File: config.mk
export PLATFORM = sky130hd
export DESIGN_NAME = alu_accumulator
export DESIGN_NICKNAME = d
export VERILOG_FILES = /design/src/rtl/alu_accumulator.sv
export SDC_FILE = /design/constraint.sdc
export NUM_CORES = 1
export LEC_CHECK = 0
export BUFFER_PORTS_ARGS = -buffer_cell sky130_fd_sc_hd__buf_2
export CORE_MARGIN = 10
export CORE_UTILIZATION = 58
export CTS_BUF_LIST = sky130_fd_sc_hd__clkbuf_8
export CTS_CLUSTER_SIZE = 8
export DETAILED_ROUTE_END_ITERATION = 16
export GPL_ROUTABILITY_DRIVEN = 0
export PLACE_DENSITY = 0.76
export SLEW_MARGIN = 30
export SYNTH_ARGS = -nofsm -noshare
export SYNTH_HDL_FRONTEND = slang
export SYNTH_SLANG_ARGS = --single-unit
File: constraint.sdc
create_clock -name clk -period 4.6 [get_ports clk]
set_input_delay 0.23 -clock clk [delete_from_list [all_inputs] [get_ports clk]]
set_output_delay 0.23 -clock clk [all_outputs]
set_load 0.005 [all_outputs]
File: src/rtl/alu_accumulator.sv
// Accumulator ALU stage: folds the B bus into AC under a 4-bit opcode.
// Single-cycle arithmetic/shift ops plus a 24-iteration shift-add multiply.
module alu_accumulator #(
    parameter int unsigned WIDTH = 24,
    parameter int unsigned CNT_W = 5
) (
    input  logic             clk,
    input  logic             reset,
    input  logic [WIDTH-1:0] B_bus,
    input  logic [3:0]       alu_op,
    input  logic             start,
    output logic [WIDTH-1:0] AC,
    output logic             Z,
    output logic             C,
    output logic             busy,
    output logic             done
);

    localparam logic [3:0] OP_NOP  = 4'b0000;
    localparam logic [3:0] OP_LOAD = 4'b0001;
    localparam logic [3:0] OP_ADD  = 4'b0010;
    localparam logic [3:0] OP_SUB  = 4'b0011;
    localparam logic [3:0] OP_INC  = 4'b0100;
    localparam logic [3:0] OP_SHR  = 4'b0101;
    localparam logic [3:0] OP_SHL  = 4'b0110;
    localparam logic [3:0] OP_CLR  = 4'b0111;
    localparam logic [3:0] OP_MUL  = 4'b1000;

    localparam logic [CNT_W-1:0] LAST_CNT = CNT_W'(WIDTH - 1);

    typedef enum logic {
        IDLE = 1'b0,
        MUL  = 1'b1
    } state_t;

    state_t             state_q, state_d;
    logic [WIDTH-1:0]   ac_q, ac_d;
    logic               z_q, z_d;
    logic               c_q, c_d;
    logic               busy_q, busy_d;
    logic               done_q, done_d;
    logic [WIDTH-1:0]   mcand_q, mcand_d;
    logic [WIDTH-1:0]   mplier_q, mplier_d;
    logic [WIDTH-1:0]   product_q, product_d;
    logic [CNT_W-1:0]   count_q, count_d;

    // Extended results: the top bit is the carry (ADD/INC) or borrow (SUB).
    logic [WIDTH:0]     add_ext;
    logic [WIDTH:0]     sub_ext;
    logic [WIDTH:0]     inc_ext;
    logic [WIDTH-1:0]   mul_acc;

    assign add_ext = {1'b0, ac_q} + {1'b0, B_bus};
    assign sub_ext = {1'b0, ac_q} - {1'b0, B_bus};
    assign inc_ext = {1'b0, ac_q} + (WIDTH + 1)'(1);
    assign mul_acc = mplier_q[0] ? (product_q + mcand_q) : product_q;

    always_ff @(posedge clk or posedge reset) begin
        if (reset) begin
            state_q   <= IDLE;
            ac_q      <= '0;
            z_q       <= 1'b1;
            c_q       <= 1'b0;
            busy_q    <= 1'b0;
            done_q    <= 1'b0;
            mcand_q   <= '0;
            mplier_q  <= '0;
            product_q <= '0;
            count_q   <= '0;
        end else begin
            state_q   <= state_d;
            ac_q      <= ac_d;
            z_q       <= z_d;
            c_q       <= c_d;
            busy_q    <= busy_d;
            done_q    <= done_d;
            mcand_q   <= mcand_d;
            mplier_q  <= mplier_d;
            product_q <= product_d;
            count_q   <= count_d;
        end
    end

    always_comb begin
        state_d   = state_q;
        ac_d      = ac_q;
        c_d       = c_q;
        busy_d    = busy_q;
        done_d    = 1'b0;
        mcand_d   = mcand_q;
        mplier_d  = mplier_q;
        product_d = product_q;
        count_d   = count_q;

        unique case (state_q)
            IDLE: begin
                if (start) begin
                    done_d = (alu_op != OP_MUL);
                    case (alu_op)
                        OP_NOP:  ;
                        OP_LOAD: ac_d = B_bus;
                        OP_ADD:  {c_d, ac_d} = add_ext;
                        OP_SUB:  {c_d, ac_d} = sub_ext;
                        OP_INC:  {c_d, ac_d} = inc_ext;
                        OP_SHR: begin
                            ac_d = {1'b0, ac_q[WIDTH-1:1]};
                            c_d  = ac_q[0];
                        end
                        OP_SHL: begin
                            ac_d = {ac_q[WIDTH-2:0], 1'b0};
                            c_d  = ac_q[WIDTH-1];
                        end
                        OP_CLR: begin
                            ac_d = '0;
                            c_d  = 1'b0;
                        end
                        OP_MUL: begin
                            mcand_d   = ac_q;
                            mplier_d  = B_bus;
                            product_d = '0;
                            count_d   = '0;
                            busy_d    = 1'b1;
                            state_d   = MUL;
                        end
                        default: ;
                    endcase
                end
            end
            MUL: begin
                // Fixed-length iteration; start requests are ignored here.
                product_d = mul_acc;
                mcand_d   = {mcand_q[WIDTH-2:0], 1'b0};
                mplier_d  = {1'b0, mplier_q[WIDTH-1:1]};
                count_d   = count_q + CNT_W'(1);
                if (count_q == LAST_CNT) begin
                    ac_d    = mul_acc;
                    busy_d  = 1'b0;
                    done_d  = 1'b1;
                    state_d = IDLE;
                end
            end
            default: state_d = IDLE;
        endcase

        z_d = (ac_d == '0);
    end

    assign AC   = ac_q;
    assign Z    = z_q;
    assign C    = c_q;
    assign busy = busy_q;
    assign done = done_q;

endmodule

# --- Word-level counts from Yosys, hierarchy flattened ---
# Index checks and enable logic that the tools add are counted.
# Widths: inputs -> output; s select.
totals:
  out_inout_bits: 28
  inputBits: 31
  ff_bits: 106
classes:
  n_mux: 29
  add_sub_neg: 5
  bitwise_logic: 1
  n_reduce_logical: 5
  n_eq_ne: 13
op_table:
  columns: ["operator", "count"]
  rows:
  - ["$mux 24", 9]
  - ["$pmux 24 s2", 4]
  - ["$pmux 24 s7", 1]
  - ["$add 24x1->25 const B", 1]
  - ["$add 24x24->25", 1]
  - ["$sub 24x24->25", 1]
  - ["$add 24x24->24", 1]
  - ["$logic_not 24->1", 1]
  - ["$eq 4x3->1 const B", 4]
  - ["$mux 5", 2]
  - ["$pmux 5 s2", 1]
  - ["$eq 4x2->1 const B", 2]
  - ["$mux 1", 8]
  - ["$pmux 1 s2", 3]
  - ["$pmux 1 s6", 1]
  - ["$reduce_and 3->1", 2]
  - ["$reduce_bool 6->1", 1]
  - ["$add 5x1->5 const B", 1]
  - ["$eq 5x5->1 const B", 1]
  - ["$eq 4x1->1 const B", 1]
  - ["$eq 4x4->1 const B", 1]
  - ["$ne 2x1->1 const B", 2]
  - ["$ne 4x4->1 const B", 1]
  - ["$ne 2x2->1 const B", 1]
  - ["other kinds (2)", 2]

# --- Longest topological paths before layout ---
# Gate-level depths: netlist of the first run.
logic_depth:
  ltp_word: 5
  depth_mapped: 14
  depth_no_buf: 14

# --- Worst setup path after synthesis of the first run ---
# No wires, ideal clock.
synth_timing:
  kind: "reg-to-reg"
  from: "register ac_q[0] (netlist: AC[0])"
  to: "register z_q (netlist: Z)"
  stages_incl_launch_ff: 15
  t_arrival_ns: 3.481
  synth_period_minus_slack_ns: 3.571
  path_slack_ns: 1.029
  path_cell_list: "dfrtp_1 > ha_1 > inv_1 > fa_1 > o21bai_1 > nor4b_2 > or3_1 > a211oi_1 > a211o_1 > a21oi_1 > o21bai_1 > or4_1 > nand4bb_1 > or4_1 > nor4_2"
synth_between:
  elab_chain_len: 5
  word_cells_on_any_way: 8
  classes_between: "add/sub: 3; mux: 4; reduce/logical: 1"
synth_lines:
  columns: ["element", "line", "rtl"]
  rows:
  - ["from (decl)", "37", "logic [WIDTH-1:0] ac_q, ac_d;"]
  - ["from (signal assigned)", "61", "ac_q <= '0;"]
  - ["from (signal assigned)", "72", "ac_q <= ac_d;"]
  - ["$add 24x1->25 (tied with other cells)", "55", "assign inc_ext = {1'b0, ac_q} + (WIDTH + 1)'(1);"]
  - ["$pmux 24 s7", "99", "case (alu_op)"]
  - ["$mux 24", "97", "if (start) begin"]
  - ["$pmux 24 s2 (*)", "95", "unique case (state_q)"]
  - ["$logic_not 24->1 (*)", "145", "z_d = (ac_d == '0);"]
  - ["via z_d", "38", "logic z_q, z_d;"]
  - ["to (signal assigned)", "73", "z_q <= z_d;"]
  - ["to (decl)", "38", null]
# Mark *: on every way through the listed nets, which the timed path passes. The rest lies on a longest branch.
# A chain may end at the register's enable or synchronous reset.

# --- Worst setup path in the final report of the first run ---
layout_timing:
  from: "register ac_q[0] (netlist: AC[0])"
  to: "register z_q (netlist: Z)"
layout_between:
  elab_chain_len: 5
  word_cells_on_any_way: 8
  classes_between: "add/sub: 3; mux: 4; reduce/logical: 1"
layout_lines:
  columns: ["element", "line"]
  rows:
  - ["$add 24x1->25 (tied with other cells)", "55"]
  - ["$pmux 24 s7 (*)", "99"]
  - ["$mux 24 (*)", "97"]
  - ["$pmux 24 s2 (*)", "95"]
  - ["via ac_d[10]", "37"]
  - ["$logic_not 24->1 (*)", "145"]
  - ["via z_d", "38"]
# Marks and branches as above.

==> flow_metrics.py, run 1 <==
metrics = {
    "run_status": {
        "status": "finished clean",
    },
    "placement": {
        "port_buffers": 58,
        "placed_area_um2": 10600,
        "dp.cells": 1526,
        "hpwl_um": 23300,
    },
    "cts": {
        "cts_sinks": 106,
        "htree_levels": 3,
        "clkTransAtPathRegs_ns": 0.13,
        "cts_root_buffer": "clkbuf_8",
        "cts_resized": 0,
        "clk_latency_ns": 0.41,
        "cts_tree": "yes",
        "ctsHoldBuffers": 0,
        "numCtsBuffers": 9,
        "cts_setup_buffers": 0,
        "clockBufferDepth": 2,
    },
    "detailed_routing": {
        "num_vias": 10175,
        "first_pass_iters": 6,
        "drcViolationCount": 0,
        "routedWlPerCell_um": 20.1,
        "wl_um": 31100,
        "drt_iter0_markers": 1125,
        "antenna_left": 0,
        "via_per_inst": 6.59,
    },
    "power": {
        "vdd_drop_max_uv": 250,
        "p_per_area_nw_per_um2": 517,
        "p_leak_nw": 4.66,
    },
    "grt": {
        "grt_pass1_vias": 9264,
        "grt_max_degree": 80,
        "grt_pass1_wl_um": 49900,
        "globalRouteTotalUtil_pct": 27.1,
        "antenna_found_initial": 0,
        "grt.overflow.total": 0,
    },
    "setup_path": {
        "setup.worst_path.start": "AC[0]",
        "cp_max_fo": 10,
        "critPathKind": "reg -> reg",
        "required_ns": 4.93,
        "crit-reg2reg-launch": "AC[0]",
        "critical_path.endpoint_type": "flip-flop",
        "arrival_ns": 4.51,
        "crit_path_start_kind": "flip-flop",
        "r2r_end": "Z",
        "reg2reg_depth": 14,
        "r2r_setup_slack_ns": 0.42,
    },
    "sta": {
        "fin_skew_ns": 0.0222,
        "slew_headroom_pct": 46.9,
        "period_needed_ns": 4.18,
        "tns_ns": 0,
        "hold_viol_final": 0,
        "tightest_slew_ns": 0.795,
        "slew_violations": 0,
        "period_share_pct": 90.8,
        "rsz0062_at_grt": "no",
        "finalSetupViolCount": 0,
        "fmax_mhz": 239,
    },
    "final_layout": {
        "drive_gt1_share_pct": 11.4,
        "syn_to_final_growth_pct": 7.70,
        "final_cells": 1544,
        "nFillCells": 1496,
        "fin_nets": 1421,
        "fin_area_um2": 10800,
        "diodes": 0,
    },
    "flow_run": {
        "drv_cap": 0,
    },
    "worst_hold_path": {
        "min_path_cells": 3,
        "hp-class": "in -> reg",
        "holdCritStartpoint": "B_bus[23]",
        "min_to": "mplier_q[23]",
    },
    "synth": {
        "yosysWarnings": 0,
        "synth_top_area_share_pct": 26.2,
        "synth.most_common_cell": "nand2_1",
        "synth_ff_type": "dfrtp_1",
        "synth_fp_nets": 1398,
        "yosys.area.top_type": "dfrtp_1",
        "synth_edf_count": 0,
        "synth_area_leaders": "dfrtp_1 26%, ha_1 9.1%, o21ai_0 6.1%, a21oi_1 5.6%, nand2_1 5.3%",
        "ys_seq_area_share_pct": 26.5,
        "synth-async-reset-ratio_pct": 100,
        "synth-seq-cells": 106,
        "synth_cells": 1291,
        "yosysUniqueCellTypes": 92,
        "synth_area_um2": 10000,
        "synth_top_cells_by_count": "141 x nand2_1, 122 x o21ai_0, 119 x nor2_1",
        "avgSynthCellArea_um2": 7.77,
    },
    "floorplan": {
        "die-area_um2": 23000,
        "die_w_um": 152,
        "core_area_um2": 17100,
        "start_util_pct": 58.6,
        "num_rows": 48,
        "die_h_um": 152,
        "ios": 59,
    },
}
==> registers in the layout, indices dropped and copies added, names as in the netlist <==
register	flops
AC	24
Z	1
busy	1
mplier_q	24
done	1
product_q	24
count_q	5
C	1
mcand_q	24
state_q	1
==> how the worst max path moves through the flow <==
stage,cells past startpoint,to,slack (ns)
3_3_place_gp,14,Z,0.65
3_5_place_dp,14,Z,0.49
5_1_grt,15,Z,0.18
6_report,14,Z,0.42
2_1_floorplan,14,Z,1.03
4_1_cts,14,Z,0.45
==> cell families after synthesis <==
logic type	count (synthesis)	share of synthesized area, %
multiplexers	28	2.86
XOR/XNOR	51	4.45
AO/OA/AOI/OAI	460	30.2
adder cells (fa/ha/maj)	76	9.71
flip-flops	106	26.5
AND/OR/NAND/NOR	422	20.2
buffers and inverters	148	6.19
==> per-stage QoR <==
step / total power, W / setup slack, ns / hold slack (ns) / utilization, %
4_1_cts: 0.00550 / 0.447 / 0.0368 / 62.9
5_1_grt: 0.00602 / 0.181 / 0.118 / 63.1
6_report: 0.00558 / 0.422 / 0.107 / 63.1
2_1_floorplan: 0.00390 / 1.03 / 0.361 / -
3_5_place_dp: 0.00482 / 0.489 / 0.471 / 61.7
3_3_place_gp: 0.00475 / 0.648 / 0.463 / 61.7
==> cell type report <==
class	instances	area, um^2	area share (%)
Clock inverter	7	92.6	0.857
Inverter	63	241	2.24
Tap cell	225	282	2.61
Sequential cell	106	2660	24.6
Clock buffer	9	124	1.15
Timing Repair Buffer	97	598	5.54
Multi-Input combinational cell	1037	6810	63.0
==> worst max-delay path, stage by stage, from the launching register on <==
cell and delay (ns):
dfrtp_1 0.57, inv_1 0.08, ha_1 0.22, fa_1 0.40
nor2b_1 0.16, o31a_1 0.25, a211o_1 0.24, a21oi_1 0.11
a221o_1 0.33, o22a_1 0.22, o21bai_1 0.18, or4_1 0.44
nand4bb_1 0.23, or4_1 0.50, nor4_2 0.17
==> cells in the final DEF (no fill, tap or decap), drive strengths merged, types with 11 or more instances in the layout <==
master,count
nand2,142
o21ai,126
nor2,119
a21oi,113
dfrtp,105
buf,96
ha,73
inv,64
nand3,35
xnor2,28
a211oi,24
nor3,24
mux2i,23
xor2,23
a21o,19
o211ai,18
o21a,17
a22oi,17
nor2b,14
nand4,14
a31oi,12
nor4,12
or3,11
a221oi,11
==> where the power goes <==
group | total [W] | internal [W] | switching [W]
registers | 0.00164 | 0.00123 | 0.000404
logic | 0.00328 | 0.00127 | 0.00200
clock network | 0.000669 | 0.000267 | 0.000402
total | 0.00558 | 0.00277 | 0.00281
==> routing by layer <==
metal  global-route usage, %  vias to the layer above  share of wire, %  wire length, um
li1                        -                     4777                 -                -
met1                    37.8                     4784                42            13100
met2                    41.8                      566                45            13900
met3                    5.55                       48                11             3340
met4                    7.01                        0               2.2              683
met5                       0                        -                 0                0
Power figures use the tool's default switching activity.
==> run 2, diff against run 1 <==
Settings changed: PLACE_DENSITY 0.76 to 0.83.
==> flow_metrics.py, run 2 (synthesis results as in run 1) <==
metrics = {
    "run_status": {
        "status": "finished clean",
    },
    "floorplan": {
        "die-area_um2": 23000,
        "start_util_pct": 58.6,
        "die_w_um": 152,
        "core_area_um2": 17100,
        "num_rows": 48,
        "ios": 59,
        "die_h_um": 152,
    },
    "cts": {
        "clockBufferDepth": 2,
        "cts_root_buffer": "clkbuf_8",
        "cts_resized": 0,
        "cts_setup_buffers": 0,
        "cts_sinks": 106,
        "cts_tree": "yes",
        "numCtsBuffers": 9,
        "ctsHoldBuffers": 0,
        "clk_latency_ns": 0.41,
        "htree_levels": 3,
        "clkTransAtPathRegs_ns": 0.12,
    },
    "grt": {
        "grt_pass1_wl_um": 48800,
        "grt_pass1_vias": 9338,
        "globalRouteTotalUtil_pct": 26.4,
        "met3_usage_pct": 4.93,
        "grt_max_degree": 80,
        "busiest_layer": "met2",
        "grtUsageMet2_pct": 41.4,
        "grt_use_met1_pct": 35.3,
        "grt.overflow.total": 0,
        "antenna_found_initial": 1,
    },
    "sta": {
        "rsz0062_at_grt": "no",
        "period_share_pct": 91.0,
        "period_needed_ns": 4.19,
        "fmax_mhz": 239,
        "hold_viol_final": 0,
        "slew_headroom_pct": 44.1,
        "tightest_slew_ns": 0.817,
        "slew_violations": 0,
        "finalSetupViolCount": 0,
        "fin_skew_ns": 0.0172,
        "tns_ns": 0,
    },
    "final_layout": {
        "nFillCells": 1434,
        "multi_input_area_um2": 6810,
        "layout_commonest_cell": "nand2_1",
        "drive_gt1_share_pct": 11.0,
        "fin_nets": 1415,
        "register_area_um2": 2660,
        "layout_common_cells": "141 x nand2_1, 122 x o21ai_0, 119 x nor2_1, 112 x a21oi_1, 104 x dfrtp_1",
        "syn_to_final_growth_pct": 7.02,
        "fin_area_um2": 10700,
        "diodes": 0,
    },
    "setup_path": {
        "crit_path_start_kind": "flip-flop",
        "arrival_ns": 4.52,
        "required_ns": 4.93,
        "cp_max_fo": 10,
        "critical_path.endpoint_type": "flip-flop",
        "critPathKind": "reg -> reg",
    },
    "detailed_routing": {
        "routedWlPerCell_um": 19.9,
        "drcViolationCount": 0,
        "num_vias": 10209,
        "antenna_left": 0,
        "first_pass_iters": 8,
        "via_per_inst": 6.64,
        "wl_um": 30600,
        "drt_iter0_markers": 1397,
    },
    "flow_run": {
        "drv_cap": 0,
    },
    "power": {
        "p_per_area_nw_per_um2": 512,
        "clockPowerShare_pct": 11.1,
        "swShare_pct": 51.1,
        "power.share.combinational_pct": 58.7,
        "vdd_drop_max_uv": 282,
        "p_int_w": 0.00269,
        "p_leak_nw": 4.62,
        "power_switching_w": 0.00281,
        "p_seq_share_pct": 30.2,
    },
    "worst_hold_path": {
        "hp-class": "in -> reg",
    },
    "placement": {
        "port_buffers": 58,
        "placed_area_um2": 10500,
        "hpwl_um": 22600,
    },
}
## run 2: cell type report
cell class / instances / area share (%)
clock buffer: 9 / 1.15
clock inverter: 7 / 0.653
tap: 225 / 2.62
sequential: 106 / 24.8
multi-input combinational: 1037 / 63.4
inverter: 63 / 2.25
timing repair buffer: 91 / 5.15
## run 2: power by group through the flow
stage	clock network, W	logic (W)	registers (W)
after global routing	0.000656	0.00354	0.00170
after detailed placement	0	0.00310	0.00166
after floorplan	0	0.00238	0.00152
after CTS	0.000613	0.00313	0.00164
final	0.000611	0.00322	0.00166
after global placement	0	0.00304	0.00164
## run 2: per-layer routing
metal,vias up,share of wire (%)
met4,2,3.8
met2,589,44
met5,-,0.043
met1,4757,41
li1,4768,-
met3,93,11
## run 2: final timing paths
path | from | endpoint | slack, ns | cells past startpoint
max in group asynchronous | reset | mcand_q[8] | 3.18 | 4
worst min-delay path | B_bus[23] | mplier_q[23] | 0.13 | 3
worst max register to register | AC[0] | Z | 0.41 | 14
worst max-delay path | AC[0] | Z | 0.41 | 14
worst min register to register | mplier_q[6] | mplier_q[5] | 0.50 | 2
min in group asynchronous | reset | AC[1] | 0.45 | 3
## run 2: worst max-delay path, cell delays in order, from the launching register on
cell       delay, ns
dfrtp_1         0.55
ha_1            0.24
inv_1           0.06
fa_1            0.41
o21bai_1        0.25
nor4b_2         0.42
or3_1           0.21
a211oi_1        0.10
a211o_1         0.30
a21oi_1         0.19
o21bai_1        0.10
or4_1           0.42
nand4bb_1       0.22
or4_1           0.49
nor4_2          0.14
## run 2: per-stage QoR
stage                     hold slack, ns  utilization (%)  cells  power (W)  worst slack [ns]
final                              0.128             62.7   1538    0.00550             0.414
after global routing               0.128             62.7   1538    0.00590             0.118
after CTS                         0.0301             62.5   1536    0.00539             0.480
after detailed placement           0.475             61.4   1520    0.00476             0.522
after global placement             0.462             61.4   1520    0.00468             0.608
after floorplan                    0.361                -   1291    0.00390              1.03
